<file path="src/rtl/alu_seq.sv">
// EX-stage execute unit: single-cycle logic/arithmetic ops and an iterative
// 1-bit-per-cycle shifter, with valid/ready handshakes on both sides.
module alu_seq #(
  parameter int unsigned XLEN = 32
) (
  input  logic            clk,
  input  logic            rst_n,
  input  logic            in_valid_ip,
  output logic            in_ready_op,
  input  logic [3:0]      aluctrl_ip,
  input  logic [XLEN-1:0] op_a_ip,
  input  logic [XLEN-1:0] op_b_ip,
  output logic            out_valid_op,
  input  logic            out_ready_ip,
  output logic [XLEN-1:0] result_op,
  output logic            zero_op,
  output logic            illegal_op
);

  localparam int unsigned SHAMT_W = $clog2(XLEN);

  localparam logic [3:0] OP_ADD  = 4'b0000;
  localparam logic [3:0] OP_SUB  = 4'b1000;
  localparam logic [3:0] OP_SLL  = 4'b0001;
  localparam logic [3:0] OP_SLT  = 4'b0010;
  localparam logic [3:0] OP_SLTU = 4'b0011;
  localparam logic [3:0] OP_XOR  = 4'b0100;
  localparam logic [3:0] OP_SRL  = 4'b0101;
  localparam logic [3:0] OP_SRA  = 4'b1101;
  localparam logic [3:0] OP_OR   = 4'b0110;
  localparam logic [3:0] OP_AND  = 4'b0111;

  typedef enum logic [1:0] {IDLE, SHIFT, DONE} state_t;

  state_t               state_q, state_d;
  logic [XLEN-1:0]      result_q, result_d;
  logic                 zero_q, zero_d;
  logic                 illegal_q, illegal_d;
  logic [XLEN-1:0]      shreg_q, shreg_d;
  logic [SHAMT_W-1:0]   cnt_q, cnt_d;
  logic                 sh_left_q, sh_left_d;
  logic                 sh_arith_q, sh_arith_d;

  logic [XLEN-1:0]      alu_res_c;
  logic                 alu_ill_c;
  logic                 is_shift_c;
  logic [SHAMT_W-1:0]   shamt_c;
  logic [XLEN-1:0]      shifted_c;
  logic                 accept_c;

  assign shamt_c    = op_b_ip[SHAMT_W-1:0];
  assign is_shift_c = (aluctrl_ip == OP_SLL) || (aluctrl_ip == OP_SRL) ||
                      (aluctrl_ip == OP_SRA);

  assign in_ready_op  = (state_q == IDLE) || ((state_q == DONE) && out_ready_ip);
  assign accept_c     = in_valid_ip && in_ready_op;
  assign out_valid_op = (state_q == DONE);
  assign result_op    = result_q;
  assign zero_op      = zero_q;
  assign illegal_op   = illegal_q;

  // Single-cycle result; shift codes only reach here with a zero shift amount
  always_comb begin
    alu_res_c = '0;
    alu_ill_c = 1'b0;
    case (aluctrl_ip)
      OP_ADD:  alu_res_c = op_a_ip + op_b_ip;
      OP_SUB:  alu_res_c = op_a_ip - op_b_ip;
      OP_SLT:  alu_res_c = {{(XLEN-1){1'b0}}, ($signed(op_a_ip) < $signed(op_b_ip))};
      OP_SLTU: alu_res_c = {{(XLEN-1){1'b0}}, (op_a_ip < op_b_ip)};
      OP_XOR:  alu_res_c = op_a_ip ^ op_b_ip;
      OP_OR:   alu_res_c = op_a_ip | op_b_ip;
      OP_AND:  alu_res_c = op_a_ip & op_b_ip;
      OP_SLL, OP_SRL, OP_SRA: alu_res_c = op_a_ip;
      default: alu_ill_c = 1'b1;
    endcase
  end

  // One-bit step of the iterative shifter
  always_comb begin
    shifted_c = shreg_q;
    if (sh_left_q) begin
      shifted_c = {shreg_q[XLEN-2:0], 1'b0};
    end else begin
      shifted_c = {(sh_arith_q & shreg_q[XLEN-1]), shreg_q[XLEN-1:1]};
    end
  end

  always_ff @(posedge clk or negedge rst_n) begin
    if (!rst_n) begin
      state_q <= IDLE;
    end else begin
      state_q <= state_d;
    end
  end

  always_comb begin
    state_d    = state_q;
    result_d   = result_q;
    zero_d     = zero_q;
    illegal_d  = illegal_q;
    shreg_d    = shreg_q;
    cnt_d      = cnt_q;
    sh_left_d  = sh_left_q;
    sh_arith_d = sh_arith_q;
    case (state_q)
      IDLE, DONE: begin
        if ((state_q == DONE) && out_ready_ip) begin
          state_d = IDLE;
        end
        if (accept_c) begin
          if (is_shift_c && (shamt_c != '0)) begin
            state_d    = SHIFT;
            shreg_d    = op_a_ip;
            cnt_d      = shamt_c;
            sh_left_d  = (aluctrl_ip == OP_SLL);
            sh_arith_d = (aluctrl_ip == OP_SRA);
          end else begin
            state_d   = DONE;
            result_d  = alu_res_c;
            zero_d    = (alu_res_c == '0);
            illegal_d = alu_ill_c;
          end
        end
      end
      SHIFT: begin
        shreg_d = shifted_c;
        cnt_d   = cnt_q - SHAMT_W'(1);
        if (cnt_q == SHAMT_W'(1)) begin
          state_d   = DONE;
          result_d  = shifted_c;
          zero_d    = (shifted_c == '0);
          illegal_d = 1'b0;
        end
      end
      default: state_d = IDLE;
    endcase
  end

  always_ff @(posedge clk or negedge rst_n) begin
    if (!rst_n) begin
      result_q   <= '0;
      zero_q     <= 1'b0;
      illegal_q  <= 1'b0;
      shreg_q    <= '0;
      cnt_q      <= '0;
      sh_left_q  <= 1'b0;
      sh_arith_q <= 1'b0;
    end else begin
      result_q   <= result_d;
      zero_q     <= zero_d;
      illegal_q  <= illegal_d;
      shreg_q    <= shreg_d;
      cnt_q      <= cnt_d;
      sh_left_q  <= sh_left_d;
      sh_arith_q <= sh_arith_d;
    end
  end

endmodule

</file>
<file path="config.mk">
export PLATFORM = sky130hd
export DESIGN_NAME = alu_seq
export DESIGN_NICKNAME = d
export VERILOG_FILES = /design/src/rtl/alu_seq.sv
export SDC_FILE = /design/constraint.sdc
export NUM_CORES = 1
export LEC_CHECK = 0
export CORE_MARGIN = 4
export CORE_UTILIZATION = 55
export DETAILED_ROUTE_END_ITERATION = 12
export PLACE_DENSITY = 0.78
export REMOVE_ABC_BUFFERS = 1
export SKIP_CTS_REPAIR_TIMING = 1
export SLEW_MARGIN = 5
export SYNTH_ARGS = -nofsm -noshare
export SYNTH_HDL_FRONTEND = slang
export SYNTH_SLANG_ARGS = --single-unit
</file>
<file path="constraint.sdc">
create_clock -name clk -period 5.6 [get_ports clk]
set_input_delay 0.84 -clock clk [delete_from_list [all_inputs] [get_ports clk]]
set_output_delay 0.84 -clock clk [all_outputs]
set_load 0.03 [all_outputs]
</file>
==> qor.log <==
[run_status] result of the run finished, final reports clean
[detailed_routing] number of vias after detailed routing 11300
[cells_and_area] number of inserted diodes 0
[power] highest ir drop seen on vdd 0.337 mV
[critical_path] CP Launch Point op_a_ip[10]
[clocking] CTS HTree Levels 3
[cells_and_area] final net count 1573
[sta] worst-case headroom to the max-slew limit 0.327
[clocking] number of sinks handled by clock tree synthesis 75
[logic_synthesis] commonest cells in the netlist 144 x sky130_fd_sc_hd__nand2_1, 105 x sky130_fd_sc_hd__ha_1, 100 x sky130_fd_sc_hd__inv_1
[critical_path] Reg2Reg Launch Point state_q[1]$_DFFE_PN0P_
[floorplan] die outline width 142 um
[sta] share of the clock period used by the worst path 0.914
[clocking] later-pin clock latency in the skew report 0.34 ns
[sta] RSZ-0062 raised after global routing no
[placement] HPWL after detailed placement 29600 um
[worst_hold_path] worst hold start result_op[6]$_DFFE_PN0P_
[critical_path] category of the worst setup path capture point register
[sta] Max Freq 195 MHz
[clocking] Clock transition at path regs 0.06 ns
[floorplan] area of the core region 17400 um^2
[logic_synthesis] count of flip-flops with a built-in enable after synthesis 0
[worst_hold_path] class of the most critical hold timing path register to register
[global_route] GRT Residual Overflow 0
[sta] final setup fails 0
[detailed_routing] routed wirelength normalized by instance count 23.9 um
[logic_synthesis] post-synthesis cell area 9840 um^2
[clocking] CTS Root Cell sky130_fd_sc_hd__clkbuf_16
[sta] Final Critical Period 5.12 ns
[sta] setup skew after layout 0.00772 ns
[critical_path] highest fanout seen on the critical path 14
[detailed_routing] DRC violation count after routing 0
[global_route] All-Layer GR Usage 0.376
[placement] Port Buf Inserts 107
[detailed_routing] total wire length 38900 um
[sta] final hold vios 0
[logic_synthesis] cell type contributing the most total cell area after synthesis sky130_fd_sc_hd__dfrtp_1
[logic_synthesis] flops & latches, synth 75
[logic_synthesis] Async SR Flop Fraction 1.00
[critical_path] critical path launch point type primary input
[global_route] wire length of the first global-routing pass 59800 um
[floorplan] std cell rows 48
[cells_and_area] fraction of final layout cells with drive strength greater than 1 0.0701
[detailed_routing] routed vias/inst 6.94
[floorplan] Chip Height 142 um
[critical_path] setup slack on the worst flop-to-flop path 2.41 ns
[detailed_routing] count of routing violations after the opening detailed-route iteration 1597
[logic_synthesis] area share of the leading cell type in the synthesized netlist 0.191
[power] static leakage power 5.04 nW
[logic_synthesis] dominant register cell in the synthesized netlist sky130_fd_sc_hd__dfrtp_1
[power] Final Power 3.39 mW
[global_route] maximum number of pins on one net before global-route repair 76
[floorplan] Die Outline Area 20100 um^2
[clocking] TritonCTS clock tree done
[critical_path] WS Path Type primary input to register
[cells_and_area] fillers 1563
[placement] gp weighted congestion 1.11
[logic_synthesis] proportion of synthesized chip area in sequential cells 0.191
[logic_synthesis] Synth Area per Inst 7.42 um^2
[sta] transition time at the pin with the least slew margin 1.01 ns
[logic_synthesis] Post-Synthesis Cells 1327
[cells_and_area] relative area change from synthesis to final layout 16.5%
[logic_synthesis] Synth cell types 91
[logic_synthesis] Warnings, synthesis 0
[logic_synthesis] most frequent cell after synthesis sky130_fd_sc_hd__nand2_1
[global_route] via count of the first global-routing pass 10400
[floorplan] number of placed I/O pins 108
[sta] max-slew violation total from the final report 0
[global_route] antenna violations before repair 1
[sta] total negative setup slack 0 ns
[critical_path] arrival time reported for the critical path endpoint 5.37 ns
[job] max-capacitance violation count 0
[logic_synthesis] main area contributors after synthesis sky130_fd_sc_hd__dfrtp_1 19%, sky130_fd_sc_hd__ha_1 13%, sky130_fd_sc_hd__nand2_1 5.5%
[clocking] Clock Path Buffers 2
[cells_and_area] Core Util, Final 0.658
[clocking] number of CTS-inserted buffers 9
[floorplan] Starting Density 0.565
[power] total power density per cell area 296 nW/um^2
[detailed_routing] total iterations of the first detailed-routing run 6
[detailed_routing] count of antenna-violating nets left after detailed routing 0
[critical_path] worst path required time 5.85 ns
[kinds of logic (layout without fill, tap and decap cells)]
kind of cell,count (synthesis),after routing,synth area share
buf+inv,193,265,0.0810
mux,16,16,0.0168
flops,75,75,0.191
simple gates,441,441,0.219
xor+xnor,5,5,0.00445
compound gates,490,490,0.350
fa+ha+maj,107,107,0.138
[placed cells by master, fill, tap and decap left out, types with 7 or more instances in the layout]
cell / instances
sky130_fd_sc_hd__nor4_1: 21
sky130_fd_sc_hd__o22ai_1: 9
sky130_fd_sc_hd__nand2b_1: 13
sky130_fd_sc_hd__o221ai_1: 7
sky130_fd_sc_hd__nor3_1: 28
sky130_fd_sc_hd__a211o_1: 14
sky130_fd_sc_hd__dfrtp_1: 74
sky130_fd_sc_hd__nor2b_1: 31
sky130_fd_sc_hd__buf_4: 40
sky130_fd_sc_hd__o31ai_1: 16
sky130_fd_sc_hd__o31a_1: 7
sky130_fd_sc_hd__nand3_1: 31
sky130_fd_sc_hd__a21o_1: 29
sky130_fd_sc_hd__and3_1: 13
sky130_fd_sc_hd__a211oi_1: 48
sky130_fd_sc_hd__a221o_1: 8
sky130_fd_sc_hd__mux2i_1: 12
sky130_fd_sc_hd__o21a_1: 9
sky130_fd_sc_hd__o2111ai_1: 8
sky130_fd_sc_hd__o21ai_0: 72
sky130_fd_sc_hd__o211ai_1: 18
sky130_fd_sc_hd__o21bai_1: 12
sky130_fd_sc_hd__a22oi_1: 11
sky130_fd_sc_hd__nor2_1: 90
sky130_fd_sc_hd__a31oi_1: 37
sky130_fd_sc_hd__nand4_1: 22
sky130_fd_sc_hd__nand2_1: 144
sky130_fd_sc_hd__a221oi_1: 13
sky130_fd_sc_hd__clkbuf_16: 9
sky130_fd_sc_hd__a21boi_0: 8
sky130_fd_sc_hd__or4_1: 7
sky130_fd_sc_hd__a21oi_1: 99
sky130_fd_sc_hd__and2_1: 9
sky130_fd_sc_hd__clkdlybuf4s50_1: 106
sky130_fd_sc_hd__ha_1: 105
sky130_fd_sc_hd__inv_1: 100
[layer usage]
layer,up-vias,track usage,part of all wire
met5,-,0,0
met3,119,0.0863,0.13
met4,0,0.116,0.035
met2,789,0.548,0.42
li1,5046,-,-
met1,5324,0.551,0.42
[layout make-up]
| cell class | instances | area [um^2] | share of cell area |
|---|---|---|---|
| clock buffer | 10 | 229 | 0.0200 |
| multi-input combinational | 1059 | 7180 | 0.627 |
| timing repair buffer | 148 | 1400 | 0.122 |
| tap | 225 | 282 | 0.0246 |
| sequential | 75 | 1880 | 0.164 |
| inverter | 101 | 379 | 0.0331 |
| clock inverter | 6 | 114 | 0.00993 |
[worst max-delay path: stages]
cell	delay, ns
sky130_fd_sc_hd__clkdlybuf4s50_1	0.61
sky130_fd_sc_hd__inv_1	0.09
sky130_fd_sc_hd__ha_1	0.51
sky130_fd_sc_hd__or4_1	0.61
sky130_fd_sc_hd__nand2b_1	0.16
sky130_fd_sc_hd__a21oi_1	0.30
sky130_fd_sc_hd__o31ai_2	0.14
sky130_fd_sc_hd__a31oi_1	0.44
sky130_fd_sc_hd__o21ai_0	0.24
sky130_fd_sc_hd__o2111a_1	0.21
sky130_fd_sc_hd__a211oi_2	0.31
sky130_fd_sc_hd__o21ai_1	0.12
sky130_fd_sc_hd__or4_4	0.55
sky130_fd_sc_hd__o31ai_2	0.23
[where the power goes]
part | total, mW | switching (mW) | internal, mW
logic | 1.70 | 1.03 | 0.679
clock network | 0.666 | 0.230 | 0.436
registers | 1.02 | 0.243 | 0.780
[worst paths after layout]
| check | to | cells past startpoint |
|---|---|---|
| setup / recovery | zero_op$_DFFE_PN0P_ | 14 |
| hold / removal | result_op[6]$_DFFE_PN0P_ | 1 |
| setup reg to reg | zero_op$_DFFE_PN0P_ | 10 |
| hold reg to reg | result_op[6]$_DFFE_PN0P_ | 1 |
| max in group asynchronous | sh_left_q$_DFFE_PN0P_ | 1 |
| min in group asynchronous | state_q[0]$_DFFE_PN0P_ | 1 |
[state kept, by name, summed over array words and instances (netlist names)]
| register | count |
|---|---|
| zero_op | 1 |
| shreg_q | 32 |
| sh_arith_q | 1 |
| illegal_op | 1 |
| result_op | 32 |
| cnt_q | 5 |
| sh_left_q | 1 |
| state_q | 2 |
[metrics by stage]
| step | hold slack, ns | setup slack (ns) | area [um^2] | instances |
|---|---|---|---|---|
| 2_1_floorplan | 0.439 | 0.764 | 9420 | 1235 |
| 3_3_place_gp | 0.459 | 0.407 | 11100 | 1608 |
| 3_5_place_dp | 0.462 | 0.333 | 11100 | 1608 |
| 4_1_cts | 0.475 | 0.675 | 11500 | 1624 |
| 5_1_grt | 0.492 | 0.358 | 11500 | 1624 |
| 6_report | 0.479 | 0.479 | 11500 | 1624 |
Note: power is estimated with default switching activity, not from simulation.
